<file path="src/rtl/sha256_msg_schedule.sv">
`default_nettype none
// ============================================================================
// Module   : sha256_msg_schedule
// Purpose  : SHA-256 message schedule; streams W[0..63] from one 16-word block
//            through a 16-entry sliding window with valid/ready handshakes.
// Revision : 1.0  initial release
// ============================================================================
module sha256_msg_schedule (
   input  logic        clk,
   input  logic        rst_n,
   input  logic        start,
   input  logic        msg_valid,
   input  logic [31:0] msg_word,
   output logic        msg_ready,
   output logic        w_valid,
   output logic [31:0] w_out,
   output logic [5:0]  w_idx,
   input  logic        w_ready,
   output logic        busy,
   output logic        done
);

   typedef enum logic [1:0] {
      S_IDLE   = 2'd0,
      S_LOAD   = 2'd1,
      S_EXPAND = 2'd2,
      S_DRAIN  = 2'd3
   } state_t;

   localparam logic [6:0] c_LAST_MSG = 7'd15;
   localparam logic [6:0] c_LAST_W   = 7'd63;

   state_t      r_state;
   logic [31:0] r_win [0:15];
   logic [6:0]  r_t;
   logic [31:0] r_w_out;
   logic [5:0]  r_w_idx;
   logic        r_w_valid;
   logic        r_done;

   logic        w_out_free;
   logic        w_load_msg;
   logic        w_load_exp;
   logic        w_load;
   logic        w_w_xfer;
   logic [31:0] w_expand;
   logic [31:0] w_next_word;

   function automatic logic [31:0] f_sigma0(input logic [31:0] x);
      return {x[6:0], x[31:7]} ^ {x[17:0], x[31:18]} ^ (x >> 3);
   endfunction

   function automatic logic [31:0] f_sigma1(input logic [31:0] x);
      return {x[16:0], x[31:17]} ^ {x[18:0], x[31:19]} ^ (x >> 10);
   endfunction

   assign w_out_free  = !r_w_valid || w_ready;
   assign w_load_msg  = (r_state == S_LOAD) && w_out_free && msg_valid;
   assign w_load_exp  = (r_state == S_EXPAND) && w_out_free;
   assign w_load      = w_load_msg || w_load_exp;
   assign w_w_xfer    = r_w_valid && w_ready;
   // win[0] = W[t-16], win[1] = W[t-15], win[9] = W[t-7], win[14] = W[t-2]
   assign w_expand    = f_sigma1(r_win[14]) + r_win[9] + f_sigma0(r_win[1]) + r_win[0];
   assign w_next_word = w_load_msg ? msg_word : w_expand;

   always_ff @(posedge clk or negedge rst_n) begin
      if (!rst_n) begin
         r_state   <= S_IDLE;
         r_t       <= 7'd0;
         r_w_out   <= 32'd0;
         r_w_idx   <= 6'd0;
         r_w_valid <= 1'b0;
         r_done    <= 1'b0;
         for (int i = 0; i < 16; i++) r_win[i] <= 32'd0;
      end else begin
         r_done <= 1'b0;

         if (w_load) begin
            r_w_out   <= w_next_word;
            r_w_idx   <= r_t[5:0];
            r_w_valid <= 1'b1;
            r_t       <= r_t + 7'd1;
            for (int i = 0; i < 15; i++) r_win[i] <= r_win[i+1];
            r_win[15] <= w_next_word;
         end else if (w_w_xfer) begin
            r_w_valid <= 1'b0;
         end

         case (r_state)
            S_IDLE: begin
               if (start) begin
                  r_state <= S_LOAD;
                  r_t     <= 7'd0;
               end
            end
            S_LOAD: begin
               if (w_load_msg && (r_t == c_LAST_MSG)) r_state <= S_EXPAND;
            end
            S_EXPAND: begin
               if (w_load_exp && (r_t == c_LAST_W)) r_state <= S_DRAIN;
            end
            S_DRAIN: begin
               if (w_w_xfer) begin
                  r_state <= S_IDLE;
                  r_done  <= 1'b1;
               end
            end
            default: r_state <= S_IDLE;
         endcase
      end
   end

   assign msg_ready = (r_state == S_LOAD) && w_out_free;
   assign w_valid   = r_w_valid;
   assign w_out     = r_w_out;
   assign w_idx     = r_w_idx;
   assign busy      = (r_state != S_IDLE);
   assign done      = r_done;

endmodule
`default_nettype wire

</file>
<file path="config.mk">
export PLATFORM = sky130hd
export DESIGN_NAME = sha256_msg_schedule
export DESIGN_NICKNAME = d
export VERILOG_FILES = /design/src/rtl/sha256_msg_schedule.sv
export SDC_FILE = /design/constraint.sdc
export NUM_CORES = 1
export LEC_CHECK = 0
export CAP_MARGIN = 0
export CORE_MARGIN = 2
export CORE_UTILIZATION = 53
export CTS_BUF_LIST = sky130_fd_sc_hd__clkbuf_4
export DETAILED_ROUTE_END_ITERATION = 16
export HOLD_SLACK_MARGIN = 0.15
export PLACE_DENSITY = 0.69
export SETUP_SLACK_MARGIN = 0.3
export SYNTH_ARGS = -nofsm -noshare
export SYNTH_HDL_FRONTEND = slang
export SYNTH_SLANG_ARGS = --single-unit
</file>
<file path="constraint.sdc">
create_clock -name clk -period 6.5 [get_ports clk]
set_input_delay 0.65 -clock clk [delete_from_list [all_inputs] [get_ports clk]]
set_output_delay 0.65 -clock clk [all_outputs]
set_load 0.02 [all_outputs]
</file>
# After elaboration in Yosys (flattened, before gate mapping)
# Index checks and enable logic that the tools add are counted.
# W data, S select, Z words.
[op_classes] reduce_logical=13 muxes=13 eq_ne=9 bitwise=4 add_sub_neg=4
[op_table] operator="$add A32 B32 Y32" count=3
[op_table] operator="$xor A32 B32 Y32" count=2
[op_table] operator="$mux W32" count=1
[op_table] operator="$xor A32 B22 Y32" count=1
[op_table] operator="$xor A32 B29 Y32" count=1
[op_table] operator="$mux W7" count=3
[op_table] operator="$mux W2" count=4
[op_table] operator="$pmux W2 S4" count=1
[op_table] operator="$add A7 B1 Y7 const B" count=1
[op_table] operator="$eq A7 B4 Y1 const B" count=1
[op_table] operator="$eq A7 B6 Y1 const B" count=1
[op_table] operator="$logic_and A1 B1 Y1" count=6
[op_table] operator="$eq A2 B2 Y1 const B" count=2
[op_table] operator="$mux W1" count=4
[op_table] operator="$ne A2 B1 Y1 const B" count=2
[op_table] operator="$ne A2 B2 Y1 const B" count=2
[op_table] operator="$reduce_and A4 Y1" count=1
[op_table] operator="$reduce_bool A2 Y1" count=2
[op_table] operator="$eq A2 B1 Y1 const B" count=1
[op_table] operator="$logic_not A2 Y1" count=1
[op_table] operator="$logic_or A1 B1 Y1" count=2
[op_table] operator="$logic_not A1 Y1" count=1
[word_totals] word_cells=64 output_inout_bits=42 reg_bits=529 inputBits=37

# Depth between registers and ports, before layout
# Gate-level depths: netlist of run 1.
[depth] depth_word=8 ltp_mapped=18 mapped_depth_nobuf=17

# Worst setup path before layout of run 1
# OpenSTA, ideal clock, no wires.
[synth_timing] path_kind="register to register" startpoint="register r_win[50] (netlist bit)" endpoint="register r_w_out[29], in the netlist w_out[29]" setup_slack_ns=2.654 setup_ns=0.077 arrival_ns=3.769 synth_period_minus_slack_ns=3.846 path_stages_with_launch=18 t_required_ns=6.423 path_cell_list="dfrtp_1 clkbuf_1 xor2_1 xnor2_1 fa_1 fa_1 inv_1 ha_1 inv_1 fa_1 nor2b_1 o31ai_2 nand2_1 a21oi_1 o31ai_2 a31oi_1 mux2_1 a21oi_1"
[synth_via] elab_chain_len=6
[synth_lines] element="from (decl)" line="34" text="logic [31:0] r_win [0:15];"
[synth_lines] element="$xor A32 B32 Y32" line="54" text="return {x[16:0], x[31:17]} ^ {x[18:0], x[31:19]} ^ (x >> 10);"
[synth_lines] element="$xor A32 B22 Y32 *" line="54"
[synth_lines] element="$add A32 B32 Y32 * (3 in series)" line="63" text="assign w_expand = f_sigma1(r_win[14]) + r_win[9] + f_sigma0(r_win[1]) + r_win[0];"
[synth_lines] element="$mux W32 *" line="64" text="assign w_next_word = w_load_msg ? msg_word : w_expand;"
[synth_lines] element="to (signal assigned)" line="79" text="r_w_out <= w_next_word;"
[synth_lines] element="to (decl)" line="36" text="logic [31:0] r_w_out;"
# Every way passes the cells marked *; elsewhere a longest branch is shown, timed or not.
# A chain may end at the register's enable or synchronous reset.

# Final worst setup path of run 1
[layout_timing] startpoint="register r_win[55] (netlist bit)" endpoint="register r_w_out[12], in the netlist w_out[12]"
[layout_via] elab_chain_len=6
[layout_lines] element="$xor A32 B32 Y32" line="54"
[layout_lines] element="$xor A32 B22 Y32" line="54"
[layout_lines] element="$add A32 B32 Y32 (3 in series)" line="63"
[layout_lines] element="$mux W32" line="64"
# No other way between the ends.

==> results.py, run 1 <==
metrics = {
    "run": {
        "drv_cap": 0,
    },
    "yosys": {
        "synth_area_leaders": "dfrtp_1 (53%), nand2_1 (20%), fa_1 (5.0%)",
        "synthesis.nets": 2931,
        "ys_warn_count": 0,
        "async_reset_ff_frac": 1.00,
        "synth_top_area_share": 0.535,
        "synthDistinctLibCells": 68,
        "synthCells": 2795,
        "synth.yosys.seq_area_share": 0.535,
        "avgSynthCellArea_um2": 8.86,
        "syn_area_um2": 24800,
        "yosys.area.top_type": "dfrtp_1",
        "ys.flop_type": "dfrtp_1",
        "ys_ff_latch": 529,
        "synth_edf_count": 0,
    },
    "clocking": {
        "clock-sinks": 529,
        "cts_max_level": 4,
        "root_buffer": "clkbuf_4",
        "cts_buffer_depth": 3,
        "cts_setup_buffers": 0,
        "cts_tree": "done",
        "clk_latency_ns": 0.98,
        "clkSlewWorstSetupHoldPaths_ns": 0.07,
        "cts_buffers": 141,
    },
    "min_path": {
        "hold_class": "input port to flop",
        "min_to": "w_out[2]",
        "worstHoldStart": "msg_word[2]",
        "whs_path_depth": 3,
    },
    "routing": {
        "via_count": 18200,
        "drtIter0Drc": 1672,
        "routed_wl_mm": 63.2,
        "route.detailed.drc": 0,
        "viasPerCell": 5.14,
        "detail_route.first_pass.iterations": 7,
        "wl_per_cell_um": 17.9,
        "ant_nets": 0,
    },
    "worst_setup_path": {
        "crit_path_start_kind": "flop",
        "worst-r2r-cell-count": 14,
        "r2r-end": "w_out[12]",
        "worstPathRequired_ns": 7.33,
        "cp-end-kind": "flop",
        "reg2reg_slack_ns": 2.10,
        "path_class": "flop to flop",
        "r2r_start": "r_win[55]",
        "arrival_ns": 5.22,
        "cp_max_fo": 5,
    },
    "placed_design": {
        "portBuffers": 78,
        "dp_hpwl_mm": 43.0,
        "preCtsSetupSlack_ns": 2.21,
        "place_area_um2": 25600,
        "finalWeightedCongestion": 0.932,
    },
    "die": {
        "die_h_um": 220,
        "io_pins": 79,
        "initial_utilization": 0.534,
        "rows": 79,
        "design.core.area_um2": 46400,
        "fp.dieW_um": 220,
        "die_area_um2": 48500,
    },
    "sta": {
        "timing.hold.ws_ns": 0.261,
        "maxSlewHeadroom": 0.378,
        "min_period_ns": 4.40,
        "final.setup.worst_slack_ns": 2.10,
        "rsz0062_at_grt": "no",
        "hold_viol": 0,
        "finalSetupTns_ns": 0,
        "slew_violations": 0,
        "finalClockSkew_ns": 0.0456,
        "finalCritPeriodShare": 0.676,
        "setup_viol": 0,
        "max_freq_mhz": 228,
        "worst_slew_pin_slew_ns": 0.932,
    },
    "cells_and_area": {
        "finalCoreUtilization": 0.591,
        "area_growth_pct": 10.6,
        "final_design_area_no_fill_um2": 27400,
        "drive_above_1_share": 0.0883,
        "nFillCells": 4084,
        "final_nets": 2971,
    },
    "grt": {
        "grt_max_degree": 196,
        "grt_remaining_overflow": 0,
        "grt_pass1_vias": 18200,
        "grt_usage": 0.275,
        "grt_pass1_wl_mm": 101,
        "antenna_found_initial": 2,
    },
    "power_and_ir_drop": {
        "pwr_density_cell_nw_per_um2": 231,
        "leakage_uw": 0.0151,
        "irDropWorstVdd_mv": 0.183,
    },
    "run_status": {
        "status": "finished, final reports clean",
    },
}
per-stage QoR:
step                      power [uW]  cells
after floorplan                 3350   2795
after global placement          3450   3298
after detailed placement        3450   3298
after CTS                       6440   3528
after global routing            6620   3531
final                           6340   3531
layer usage:
| metal | track usage | up-vias | share of wire |
|---|---|---|---|
| met5 | 0 | - | 0 |
| met4 | 0.119 | 0 | 0.029 |
| met3 | 0.0562 | 107 | 0.051 |
| met2 | 0.413 | 418 | 0.46 |
| met1 | 0.390 | 8894 | 0.46 |
| li1 | - | 8733 | - |
flip-flops by register name (all words and copies together), names as in the netlist:
signal / flops
w_out: 32
w_idx: 6
r_win: 480
r_state: 2
r_t: 7
done: 1
w_valid: 1
worst max-delay path by stage:
stage               startpoint         to  slack, ns  cells after the start
floorplan            r_win[50]  w_out[29]       2.65                     17
global placement     r_win[33]  w_out[29]       2.21                     14
detailed placement   r_win[33]  w_out[29]       2.21                     14
CTS                  r_win[53]  w_out[12]       2.17                     14
global route         r_win[56]  w_out[31]       1.90                     14
finish               r_win[55]  w_out[12]       2.10                     14
what timing repair did:
item,4_1_cts,5_1_grt
hold buffers,1,0
gates resized for setup,0,0
hold endpoints to repair,96,0
synthesized netlist by cell type (3+ instances only):
master and number:
clkbuf_8 4, nor3_1 3, ha_1 37, a31oi_1 6, o21a_1 8, nand2b_1 3
inv_1 131, nand4_1 8, a21oi_1 55, and3_1 3, xor2_1 54, nor2_1 44
buf_4 34, fa_1 62, a21o_1 9, and2_1 6, xnor2_1 93, nand2_1 1337
o21ai_1 6, a22oi_1 9, or3_1 4, buf_2 19, a211oi_1 4, o21ai_0 121
clkbuf_1 126, o31ai_1 3, o21bai_1 4, buf_1 14, a311oi_1 3, nand3_1 8
dfrtp_1 529
where the power goes:
| part | internal (uW) | switching (uW) | leakage, uW | total [uW] |
|---|---|---|---|---|
| registers | 3290 | 0 | 0.00708 | 3290 |
| logic | 23.4 | 69.3 | 0.00702 | 92.7 |
| clock network | 1610 | 1350 | 0.00105 | 2950 |
| total | 4920 | 1420 | 0.0151 | 6340 |
cells by family after synthesis:
| family | Yosys count | share of synthesized area |
|---|---|---|
| simple gates | 1432 | 0.223 |
| flops | 529 | 0.535 |
| buf+inv | 331 | 0.0588 |
| compound gates | 255 | 0.0615 |
| xor+xnor | 147 | 0.0520 |
| fa+ha+maj | 99 | 0.0688 |
| mux | 2 | 0.00106 |
placed cells by master (no fill, tap or decap), types with 6 or more instances in the layout:
cell / netlist / final
clkbuf_4: 0 / 208
buf_12: 0 / 10
a31oi_1: 6 / 6
fa_1: 62 / 62
nand2_1: 1337 / 1336
nand3_1: 8 / 8
o21ai_0: 121 / 121
clkinv_1: 0 / 11
ha_1: 37 / 37
nor2_1: 44 / 43
xor2_1: 54 / 54
o21a_1: 8 / 8
xnor2_1: 93 / 93
buf_4: 34 / 8
a21oi_1: 55 / 55
a21o_1: 9 / 9
clkdlybuf4s50_1: 0 / 77
a22oi_1: 9 / 9
and2_1: 6 / 6
nand4_1: 8 / 8
dfrtp_1: 529 / 529
o21ai_1: 6 / 6
inv_1: 131 / 131
final cells by class:
type                       count  area [um2]  area share
sequential                   529       13200       0.483
multi-input combinational   1935       10100       0.368
clock buffer                 208        1560      0.0570
timing repair buffer          97        1060      0.0386
tap                          607         759      0.0277
inverter                     131         492      0.0180
clock inverter                21         199     0.00726
antenna                        3        7.51    0.000274
critical path: stages (launching register included):
cell	delay (ns)
dfrtp_1	0.48
xor2_1	0.21
xnor2_1	0.25
fa_1	0.49
fa_1	0.56
inv_1	0.05
ha_1	0.36
a21o_1	0.21
a21oi_2	0.24
a21o_2	0.17
a21boi_1	0.09
o21a_1	0.19
or3_1	0.33
a311oi_1	0.50
nor2_1	0.09
No activity file was read; power rests on OpenSTA's default activity.
==> inputs of run 2 (changes only) <==
--- a/config.mk
+++ b/config.mk
@@ -11,7 +11,7 @@
 export CTS_BUF_LIST = sky130_fd_sc_hd__clkbuf_4
 export DETAILED_ROUTE_END_ITERATION = 16
 export HOLD_SLACK_MARGIN = 0.15
-export PLACE_DENSITY = 0.69
+export PLACE_DENSITY = 0.72
 export SETUP_SLACK_MARGIN = 0.3
 export SYNTH_ARGS = -nofsm -noshare
 export SYNTH_HDL_FRONTEND = slang
==> constraint.sdc (replaced) <==
create_clock -name clk -period 3.77 [get_ports clk]
set_input_delay 0.377 -clock clk [delete_from_list [all_inputs] [get_ports clk]]
set_output_delay 0.377 -clock clk [all_outputs]
set_load 0.02 [all_outputs]
==> results.py, run 2 (synthesis gave the netlist of run 1 again) <==
metrics = {
    "die": {
        "io_pins": 79,
        "die_h_um": 220,
        "fp.dieW_um": 220,
        "rows": 79,
        "design.core.area_um2": 46400,
        "initial_utilization": 0.534,
        "die_area_um2": 48500,
    },
    "worst_setup_path": {
        "r2r_start": "r_win[53]",
        "worstPathRequired_ns": 4.65,
        "path_class": "flop to flop",
        "endpoint": "w_out[30]",
        "cp-end-kind": "flop",
        "r2r-end": "w_out[30]",
        "crit_path_start_kind": "flop",
        "reg2reg_slack_ns": -0.19,
        "crit_start": "r_win[53]",
        "arrival_ns": 4.85,
        "worst-r2r-cell-count": 14,
        "cp_max_fo": 5,
    },
    "sta": {
        "worst_slew_pin_slew_ns": 0.690,
        "rsz0062_at_grt": "yes",
        "slew_violations": 0,
        "maxSlewHeadroom": 0.540,
        "setup_viol": 17,
        "finalSetupTns_ns": -1.59,
        "hold_viol": 0,
        "min_period_ns": 3.96,
        "max_freq_mhz": 252,
        "timing.hold.ws_ns": 0.279,
        "finalClockSkew_ns": 0.0488,
        "finalCritPeriodShare": 1.05,
        "final.setup.worst_slack_ns": -0.193,
    },
    "routing": {
        "wl_per_cell_um": 17.8,
        "route.detailed.drc": 0,
        "ant_nets": 0,
        "via_count": 19300,
        "detail_route.first_pass.iterations": 7,
        "drtIter0Drc": 1471,
        "routed_wl_mm": 66.5,
        "viasPerCell": 5.17,
    },
    "clocking": {
        "clkSlewWorstSetupHoldPaths_ns": 0.06,
        "clk_latency_ns": 0.97,
        "cts_tree": "done",
        "clock-sinks": 529,
        "cts_buffers": 141,
        "cts_buffer_depth": 3,
        "cts_max_level": 4,
        "root_buffer": "clkbuf_4",
    },
    "power_and_ir_drop": {
        "power_frac_seq": 0.517,
        "p_clk_frac": 0.464,
        "pwr_density_cell_nw_per_um2": 365,
        "combPwrFrac": 0.019,
        "power.internal_uw": 8490,
        "switching_share": 0.226,
        "switching_power_uw": 2480,
        "irDropWorstVdd_mv": 0.381,
        "leakage_uw": 0.0164,
    },
    "grt": {
        "grt_pass1_vias": 19400,
        "grt_pass1_wl_mm": 105,
        "grt_max_degree": 93,
        "grt_usage": 0.285,
        "grt_remaining_overflow": 0,
        "antenna_found_initial": 4,
    },
    "min_path": {
        "hold_class": "input port to flop",
        "worstHoldStart": "start",
    },
    "cells_and_area": {
        "max_flop_register": "r_win",
        "final_common_cell": "nand2_1",
        "drive_above_1_share": 0.174,
        "largest_reg_flops": 480,
        "finalCoreUtilization": 0.648,
        "fin_cells": 3733,
        "area_growth_pct": 21.3,
        "nFillCells": 3896,
        "layout_common_cells": "nand2_1 (1335), dfrtp_1 (518), clkbuf_4 (198)",
        "final_nets": 3171,
        "multi_input_area_um2": 10900,
        "ff_latch_area_um2": 13300,
    },
    "placed_design": {
        "dp_hpwl_mm": 45.5,
        "portBuffers": 78,
        "preCtsSetupSlack_ns": -0.349,
        "placed_cells": 3443,
        "finalWeightedCongestion": 0.970,
    },
    "run_status": {
        "status": "finished, violations left",
        "violations": "setup timing",
    },
    "run": {
        "drv_cap": 0,
    },
}
[run 2: cell types whose count changed in the layout (fill, tap and decap cells not counted), moves of 12 or more]
cell | before | now
a21oi_1 | 55 | 32
o21ai_1 | 6 | 18
a21oi_2 | 2 | 19
xor2_1 | 54 | 42
xor2_2 | 0 | 12
buf_6 | 0 | 18
ha_4 | 0 | 16
o21ai_0 | 121 | 103
xnor2_2 | 0 | 16
ha_1 | 37 | 18
buf_4 | 8 | 148
inv_2 | 2 | 14
xnor2_1 | 93 | 75
dlygate4sd3_1 | 1 | 34
[run 2: worst min-delay path by stage]
stage                 end  cells after the start
2_1_floorplan        done                      0
3_3_place_gp   r_win[322]                      2
3_5_place_dp   r_win[116]                      2
4_1_cts         w_out[27]                      3
5_1_grt            r_t[5]                      3
6_report           r_t[5]                      3
[run 2: worst max-delay path: stages (launching register included)]
cell and delay (ns):
dfrtp_2 0.48, xor2_2 0.21, xnor2_1 0.18, fa_1 0.45
fa_1 0.54, inv_2 0.06, ha_4 0.25, a21oi_2 0.04
nand4b_1 0.31, a211oi_4 0.35, nor3_4 0.08, a2111oi_4 0.38
o211ai_2 0.13, mux2_4 0.32, a21oi_2 0.10
[run 2: through the flow]
step           total power, uW  cell area, um2
3_3_place_gp              5960           26900
4_1_cts                  11100           29500
6_report                 11000           30000
3_5_place_dp              5960           26900
5_1_grt                  11500           30000
2_1_floorplan             5780           25000
[run 2: what timing repair did]
| item | 4_1_cts | 5_1_grt |
|---|---|---|
| endpoints found under the hold margin | 522 | 0 |
| buffers inserted | 13 | 8 |
| pin swaps | 68 | 51 |
| endpoints found under the setup margin | 27 | 27 |
| gates resized for setup | 76 | 89 |
| gates cloned | 0 | 0 |
| hold buffers | 35 | 0 |
[run 2: power by group through the flow]
stage / logic (uW) / clock network, uW / registers [uW]
after global routing: 232 / 5550 / 5670
after detailed placement: 179 / 0 / 5780
after CTS: 213 / 5220 / 5680
after floorplan: 0.501 / 0 / 5780
after global placement: 176 / 0 / 5780
final: 206 / 5090 / 5680
[run 2: layer usage]
metal / track usage / wire length [um] / vias to the layer above
li1: - / - / 9111
met5: 0 / 12 / -
met1: 0.395 / 29700 / 9582
met3: 0.0620 / 3670 / 110
met4: 0.118 / 1860 / 2
met2: 0.440 / 31300 / 504
[run 2: area by class of cell]
type | count | share of cell area
inverters | 131 | 0.0164
repair buffers | 297 | 0.0942
diodes | 5 | 0.000417
clock inverters | 31 | 0.00867
well taps | 607 | 0.0253
clock buffers | 198 | 0.0495
flip-flops and latches | 529 | 0.441
multi-input cells | 1935 | 0.364
